<file path="config.mk">
export PLATFORM = sky130hd
export DESIGN_NAME = neuron_acc_ctrl
export DESIGN_NICKNAME = d
export VERILOG_FILES = /design/src/rtl/neuron_acc_ctrl_pkg.sv /design/src/rtl/neuron_acc_ctrl_alu.sv /design/src/rtl/neuron_acc_ctrl.sv
export SDC_FILE = /design/constraint.sdc
export NUM_CORES = 1
export LEC_CHECK = 0
export CAP_MARGIN = 20
export CORE_ASPECT_RATIO = 0.6
export CORE_MARGIN = 3
export CORE_UTILIZATION = 27
export CTS_CLUSTER_DIAMETER = 200
export DETAILED_ROUTE_END_ITERATION = 6
export PLACE_DENSITY_LB_ADDON = 0.3
export SLEW_MARGIN = 20
export SYNTH_ARGS = -nofsm -noshare
export SYNTH_HDL_FRONTEND = slang
export SYNTH_SLANG_ARGS = --single-unit
</file>
<file path="constraint.sdc">
create_clock -name clk -period 2.7 [get_ports clk]
set_input_delay 0.27 -clock clk [delete_from_list [all_inputs] [get_ports clk]]
set_output_delay 0.27 -clock clk [all_outputs]
set_load 0.02 [all_outputs]
</file>
<file path="src/rtl/neuron_acc_ctrl_pkg.sv">
// Shared definitions for the ternary-free (+1/-1) neuron accumulator:
// FSM state encoding and the ALU operation codes.
package neuron_acc_ctrl_pkg;

    typedef enum logic [1:0] {
        IDLE  = 2'd0,
        ACCUM = 2'd1,
        DONE  = 2'd2
    } state_e;

    localparam logic ADD1 = 1'b0;
    localparam logic SUB1 = 1'b1;

endpackage

</file>
<file path="src/rtl/neuron_acc_ctrl_alu.sv">
// Small add/sub ALU: alu_out = alu_in_b +/- {0..0, alu_in_a_lsb}.
// Purely combinational; wrap-around is the caller's concern.
module neuron_acc_ctrl_alu
    import neuron_acc_ctrl_pkg::*;
#(
    parameter int alu_width = 12
) (
    input  logic                 alu_in_a_lsb,
    input  logic                 alu_op,
    input  logic [alu_width-1:0] alu_in_b,
    output logic [alu_width-1:0] alu_out
);

    logic [alu_width-1:0] a_ext;

    assign a_ext = {{(alu_width-1){1'b0}}, alu_in_a_lsb};

    // Select increment or decrement of operand b.
    always_comb begin
        alu_out = alu_in_b + a_ext;
        if (alu_op == SUB1) begin
            alu_out = alu_in_b - a_ext;
        end
    end

endmodule

</file>
<file path="src/rtl/neuron_acc_ctrl.sv">
// Neuron accumulator controller: loads a bias, then adds +1/-1 per accepted
// term (saturating at the signed limits) for len terms, and presents the
// result with a valid/ready handshake.
module neuron_acc_ctrl
    import neuron_acc_ctrl_pkg::*;
#(
    parameter int ACC_WIDTH = 12,
    parameter int LEN_WIDTH = 10
) (
    input  logic                        clk,
    input  logic                        rst_n,
    input  logic                        start,
    input  logic        [LEN_WIDTH-1:0] len,
    input  logic signed [ACC_WIDTH-1:0] bias,
    input  logic                        in_valid,
    input  logic                        in_bit,
    output logic                        in_ready,
    output logic                        out_valid,
    output logic signed [ACC_WIDTH-1:0] out_data,
    input  logic                        out_ready,
    output logic                        busy
);

    localparam logic signed [ACC_WIDTH-1:0] ACC_MAX = {1'b0, {(ACC_WIDTH-1){1'b1}}};
    localparam logic signed [ACC_WIDTH-1:0] ACC_MIN = {1'b1, {(ACC_WIDTH-1){1'b0}}};

    state_e                       state_q;
    logic signed [ACC_WIDTH-1:0]  acc_q;
    logic signed [ACC_WIDTH-1:0]  acc_d;
    logic        [LEN_WIDTH-1:0]  cnt_q;
    logic                         in_ready_q;
    logic                         out_valid_q;
    logic                         busy_q;
    logic                         alu_op;
    logic        [ACC_WIDTH-1:0]  alu_out;
    logic                         accept;

    assign alu_op = in_bit ? ADD1 : SUB1;
    assign accept = in_valid && in_ready_q;

    neuron_acc_ctrl_alu #(
        .alu_width (ACC_WIDTH)
    ) u_alu (
        .alu_in_a_lsb (1'b1),
        .alu_op       (alu_op),
        .alu_in_b     (acc_q),
        .alu_out      (alu_out)
    );

    // Next accumulator value: ALU result unless the step would cross a signed limit.
    always_comb begin
        acc_d = alu_out;
        if ((in_bit && (acc_q == ACC_MAX)) || (!in_bit && (acc_q == ACC_MIN))) begin
            acc_d = acc_q;
        end
    end

    // Control FSM with registered handshake/status outputs.
    always_ff @(posedge clk or negedge rst_n) begin
        if (!rst_n) begin
            state_q     <= IDLE;
            acc_q       <= '0;
            cnt_q       <= '0;
            in_ready_q  <= 1'b0;
            out_valid_q <= 1'b0;
            busy_q      <= 1'b0;
        end else begin
            case (state_q)
                IDLE: begin
                    if (start) begin
                        acc_q  <= bias;
                        cnt_q  <= len;
                        busy_q <= 1'b1;
                        if (len != '0) begin
                            state_q    <= ACCUM;
                            in_ready_q <= 1'b1;
                        end else begin
                            state_q     <= DONE;
                            out_valid_q <= 1'b1;
                        end
                    end
                end
                ACCUM: begin
                    if (accept) begin
                        acc_q <= acc_d;
                        cnt_q <= cnt_q - 1'b1;
                        if (cnt_q == LEN_WIDTH'(1)) begin
                            state_q     <= DONE;
                            in_ready_q  <= 1'b0;
                            out_valid_q <= 1'b1;
                        end
                    end
                end
                DONE: begin
                    // start here is deliberately ignored, even on the handshake cycle
                    if (out_ready) begin
                        state_q     <= IDLE;
                        out_valid_q <= 1'b0;
                        busy_q      <= 1'b0;
                    end
                end
                default: begin
                    state_q     <= IDLE;
                    in_ready_q  <= 1'b0;
                    out_valid_q <= 1'b0;
                    busy_q      <= 1'b0;
                end
            endcase
        end
    end

    assign in_ready  = in_ready_q;
    assign out_valid = out_valid_q;
    assign out_data  = acc_q;
    assign busy      = busy_q;

endmodule

</file>
==> metrics.txt, run 1 <==
status complete, no violations; mean area per synthesized cell 8.234 um^2; max-cap violations 0; Slowest-stage cell, CP clkdlybuf4s50_1; maximum VDD drop 0.4498 mV; io pins 43; clock root cell clkbuf_16; PortBufs 42; Synth Net Count 289; # rows 23; Slew Viols, Final 0; Netlist Area Pre-Place 2042 um^2; Via density 4.970; Yosys reg bits 27; die area 8676 um^2; GPL Wtd Cong 0.8179; Skew-Pair Late Insertion Delay 270 ps; met2 Track Usage GR 19.17%; n_diodes 0; ys async rst share 100.0%; worst-margin pin slew 780.4 ps; commonest non-fill, non-tap cell in the layout clkdlybuf4s50_1; CP Data Arrival Time 2650 ps; top-area cell type share of the netlist area 33.09%; die height 73.36 um; crit start category input pin; EDFF count, synth 0; total track usage 14.34%; Max stage delay on crit path 500 ps; Final Power 3276 uW; CTS sink cnt 27; Post-DP HPWL 4.506 mm; fin util 39.51%; PwrDens 1186 nW/um^2; Final Skew 7.782 ps; Synth area leaders dfrtp_1 (33%), ha_1 (7.4%), a21oi_1 (6.9%); Leak Pwr 0.001135 uW; CP Cell Sequence clkdlybuf4s50_1, inv_2, fa_1, a211oi_2, o21bai_2, a2111oi_2, nor3_1, xnor2_1, o21ai_1, mux2_2; Bufs on Longest Clock Path 2; routed wire length per instance 14.63 um; Synth warnings 0; Net count, final 345; drt drc 0; initial antenna violation count 0; GRT overflow 0; area delta synth->final 35.29%; fmax 400.7 MHz; setup violators final 0; proportion of layout cells with a drive suffix above 1 11.55%; setup ws final 204.3 ps; global-route wire length before repair 10.09 mm; Seq/Total Area, Yosys 33.09%; largest net degree at the start of global routing 32; number of post-CTS setup repair buffers 0; Worst Path Class, Setup in2reg; final hold vios 0; delay-heaviest family, CP compound AO/OA/AOI/OAI gates; min cycle time layout 2496 ps; commonest cells after routing, fill and taps aside clkdlybuf4s50_1 (42), a21oi_1 (28), dfrtp_1 (27); global routing usage on met1 23.19%; routed via count 2,003; worst r2r src out_data[1]$_DFFE_PN0P_; crit path buf inv count 2; fill count 710; initial DRC count 136; core area 6993 um^2; GR peak layer met1; worst hold slack 403.4 ps; RSZ-0062 raised after global routing false; Synth Flop Type dfrtp_1; Final ANT Viol Nets 0; Inserted Clock Buffers 3; DIE WIDTH 118.3 um; R2R setup slack 370 ps; Critical Path RT 2850 ps; CTS clk-pin slew, worst paths 70 ps; starting density of the core 29.20%; placed cell count 399; met3 GRT Util 3.154%; HP Class in2async; CP endpoint kind register; number of global-route vias before repair 1,969; drt pass-1 iters 4; worst flop-to-flop path endpoint out_data[8]$_DFFE_PN0P_; Levels on crit path 10; area leader, netlist dfrtp_1; pre-CTS WS -138.9 ps; Tcrit/Tclk final 92.43%; Non-Filler Instances 403; Post-Synthesis Cells 248; CTS tree yes; H-Tree Depth 1; CP max FO 5; Slew HR 47.87%; number of distinct library cells after synthesis 50; R2R cell count 8; DRT Wirelength 5.895 mm
registers in the layout (all words and copies together), names as in the netlist:
signal / count
cnt_q: 10
busy: 1
state_q: 2
in_ready: 1
out_data: 12
out_valid: 1
power breakdown:
group	internal (uW)	switching (uW)
sequential	608	260
combinational	947	1110
clock	202	152
cells by family (layout without fill, tap and decap cells):
| kind of cell | count (synthesis) | after routing | synth area share [%] |
|---|---|---|---|
| muxes | 5 | 5 | 2.696 |
| xor gates and xnor gates | 7 | 7 | 3.003 |
| DFF | 27 | 27 | 33.09 |
| buffers and inverters | 19 | 74 | 4.473 |
| AOI/OAI and AO/OA | 83 | 83 | 24.75 |
| adders and majority gates | 13 | 13 | 8.333 |
| and+or+nand+nor | 94 | 94 | 23.65 |
through the flow:
| stage | cell area, um^2 | setup TNS (ps) |
|---|---|---|
| floorplan | 2042 | 0 |
| global placement | 2680 | -117.4 |
| detailed placement | 2680 | -138.9 |
| CTS | 2763 | 0 |
| global route | 2763 | 0 |
| finish | 2763 | 0 |
what timing repair did:
item	CTS	global route
resized for setup	0	1
setup endpoints to repair	0	1
hold buffers	0	0
metal layers:
metal	vias up	share of wire [%]
li1	1028	-
met1	920	59
met2	53	36
met3	2	5.4
met4	0	0.39
met5	-	0
worst max path at each step:
stage | from | end | slack (ps)
2_1_floorplan | in_bit | out_data[8]$_DFFE_PN0P_ | 150
3_3_place_gp | in_bit | out_data[8]$_DFFE_PN0P_ | -120
3_5_place_dp | in_bit | out_data[8]$_DFFE_PN0P_ | -140
4_1_cts | in_bit | out_data[8]$_DFFE_PN0P_ | 110
5_1_grt | in_bit | out_data[8]$_DFFE_PN0P_ | 50
6_report | in_bit | out_data[8]$_DFFE_PN0P_ | 200
synthesized netlist by cell type (all sizes together), types with 4 or more instances:
master / count
dfrtp: 27
nor2b: 5
nand2b: 6
a21oi: 28
ha: 12
nor3: 12
o21ai: 27
xnor2: 5
clkbuf: 6
mux2: 4
a31oi: 4
nor4: 6
inv: 7
buf: 6
a211oi: 4
nand2: 25
nand4: 6
a21o: 4
nor2: 20
final cells by class:
class | instances | area [um^2] | area share (%)
flip-flops and latches | 27 | 675.6 | 24.46
clock inverters | 1 | 7.507 | 0.2717
inverters | 7 | 26.28 | 0.9511
repair buffers | 63 | 578.1 | 20.92
clock buffers | 3 | 75.07 | 2.717
multi-input cells | 202 | 1275 | 46.15
well taps | 100 | 125.1 | 4.529
Note: power is estimated with default switching activity, not from simulation.
==> run 2: changes to the inputs <==
--- a/config.mk
+++ b/config.mk
@@ -10,6 +10,7 @@
 export CORE_MARGIN = 3
 export CORE_UTILIZATION = 27
 export CTS_CLUSTER_DIAMETER = 200
+export CTS_CLUSTER_SIZE = 30
 export DETAILED_ROUTE_END_ITERATION = 6
 export PLACE_DENSITY_LB_ADDON = 0.3
 export SLEW_MARGIN = 20
==> results of run 2 <==
Same layout as run 1: the final DEF is identical, and so are final timing and power.
==> run 3: changes to the inputs <==
--- a/config.mk
+++ b/config.mk
@@ -10,7 +10,6 @@
 export CORE_MARGIN = 3
 export CORE_UTILIZATION = 27
 export CTS_CLUSTER_DIAMETER = 200
-export CTS_CLUSTER_SIZE = 30
 export DETAILED_ROUTE_END_ITERATION = 6
 export PLACE_DENSITY_LB_ADDON = 0.3
 export SLEW_MARGIN = 20
==> constraint.sdc (replaced) <==
create_clock -name clk -period 2.1 [get_ports clk]
set_input_delay 0.21 -clock clk [delete_from_list [all_inputs] [get_ports clk]]
set_output_delay 0.21 -clock clk [all_outputs]
set_load 0.02 [all_outputs]
==> metrics.txt, run 3 (synthesis gave the netlist of run 1 again) <==
Sequential Power Share 21.4%; n_diodes 0; Worst Path Class, Setup reg2reg; failing checks setup timing; io pins 43; Post-DP HPWL 4.938 mm; timing endpoint of the critical path out_data[8]$_DFFE_PN0P_; Slew Viols, Final 0; min cycle time layout 2148 ps; Slowest-stage cell, CP dfrtp_2; CP Data Arrival Time 2310 ps; crit start category register; fmax 465.6 MHz; PortBufs 42; Comb power frac 68.9%; H-Tree Depth 1; Sum Neg Setup Slack -101.7 ps; PwrDens 1576 nW/um^2; starting density of the core 29.20%; hold buffer count at cts 0; routed wire length per instance 15.35 um; GPL Wtd Cong 0.9019; Inserted Clock Buffers 3; RSZ-0062 raised after global routing true; setup violators final 3; fin util 43.62%; DRT Wirelength 6.568 mm; worst-margin pin slew 514.3 ps; drt pass-1 iters 4; setup ws final -47.82 ps; Clk pwr share 9.7%; final hold vios 0; crit path from out_data[0]$_DFFE_PN0P_; clock root cell clkbuf_16; proportion of layout cells with a drive suffix above 1 23.48%; number of flip-flops in the largest register 12; Final Skew 5.471 ps; pre-CTS WS -544.6 ps; CTS clk-pin slew, worst paths 80 ps; global-route wire length before repair 10.52 mm; Bufs on Longest Clock Path 2; routed via count 2,144; R2R setup slack -50 ps; core area 6993 um^2; worst r2r src out_data[0]$_DFFE_PN0P_; largest net degree at the start of global routing 28; Psw 2172 uW; CTS sink cnt 27; CP Cell Sequence fa_2, a211oi_2, o21bai_2, a2111oi_2, nor3_1, xnor2_1, o21ai_1, mux2_2; die height 73.36 um; R2R cell count 8; initial antenna violation count 0; CP endpoint kind register; commonest non-fill, non-tap cell in the layout buf_4; maximum VDD drop 0.5052 mV; Net count, final 370; commonest cells after routing, fill and taps aside buf_4 (45), clkdlybuf4s50_1 (41), nand2_1 (25), dfrtp_1 (25), a21oi_1 (21); die area 8676 um^2; Max stage delay on crit path 430 ps; area delta synth->final 49.39%; Final Power 4808 uW; number of global-route vias before repair 2,019; CP max FO 2; Skew-Pair Late Insertion Delay 270 ps; initial DRC count 140; Leak Pwr 0.001276 uW; worst flop-to-flop path endpoint out_data[8]$_DFFE_PN0P_; Internal 2636 uW; Sw Share 45.18%; Placed Area 2893 um^2; total track usage 15.07%; GRT overflow 0; Slew HR 65.40%; # rows 23; DIE WIDTH 118.3 um; Tcrit/Tclk final 102.3%; Final ANT Viol Nets 0; drt drc 0; Via density 5.009; HP Class in2async; CTS tree yes; status complete, but fails checks; Critical Path RT 2260 ps; max-cap violations 0; fin area 3050 um^2
==> run 3: power groups by stage <==
stage	combinational [uW]	clock (uW)	sequential, uW
after floorplan	1700	0	1190
after global placement	3070	0	1030
after detailed placement	3110	0	1030
after CTS	3160	479	1030
after global routing	3620	498	1070
final	3310	467	1030
==> run 3: per-layer routing <==
metal | share of wire [%] | global-route usage (%) | vias up
met5 | 0 | 0 | -
met4 | 0.46 | 1.818 | 0
met3 | 5.9 | 3.308 | 4
met2 | 39 | 20.94 | 57
met1 | 55 | 23.95 | 1010
li1 | - | - | 1073
==> run 3: what timing repair did <==
| item | CTS | global route |
|---|---|---|
| resized for setup | 5 | 11 |
| setup buffers | 0 | 1 |
| pin swaps | 4 | 8 |
| setup endpoints to repair | 6 | 6 |
==> run 3: metrics by stage <==
stage	hold WS, ps	std cells
2_1_floorplan	-85.59	248
3_3_place_gp	474.3	423
3_5_place_dp	482.7	423
4_1_cts	342.7	427
5_1_grt	365.3	428
6_report	321.8	428
==> run 3: critical path, delay by kind of cell (launching register included) <==
family / cells / cell delay [ps]
xor+xnor: 1 / 140
simple gates: 1 / 110
compound gates: 4 / 700
fa+ha+maj: 1 / 400
flops: 1 / 430
mux: 1 / 260
==> run 3: layout make-up <==
cell class / instances / area, um^2
multi-input cells: 202 / 1359
well taps: 100 / 125.1
repair buffers: 88 / 777.0
flip-flops and latches: 27 / 678.2
inverters: 7 / 28.78
clock buffers: 3 / 75.07
clock inverters: 1 / 7.507
fillers: 708 / 3943
==> run 3: worst min path at each step <==
stage                                  to  slack (ps)  cells past startpoint
floorplan                busy$_DFFE_PN0P_         -90                      0
global placement    out_valid$_DFFE_PN0P_         470                      1
detailed placement   cnt_q[6]$_DFFE_PN0P_         480                      2
CTS                 out_valid$_DFFE_PN0P_         340                      2
global route        out_valid$_DFFE_PN0P_         370                      2
finish              out_valid$_DFFE_PN0P_         320                      2
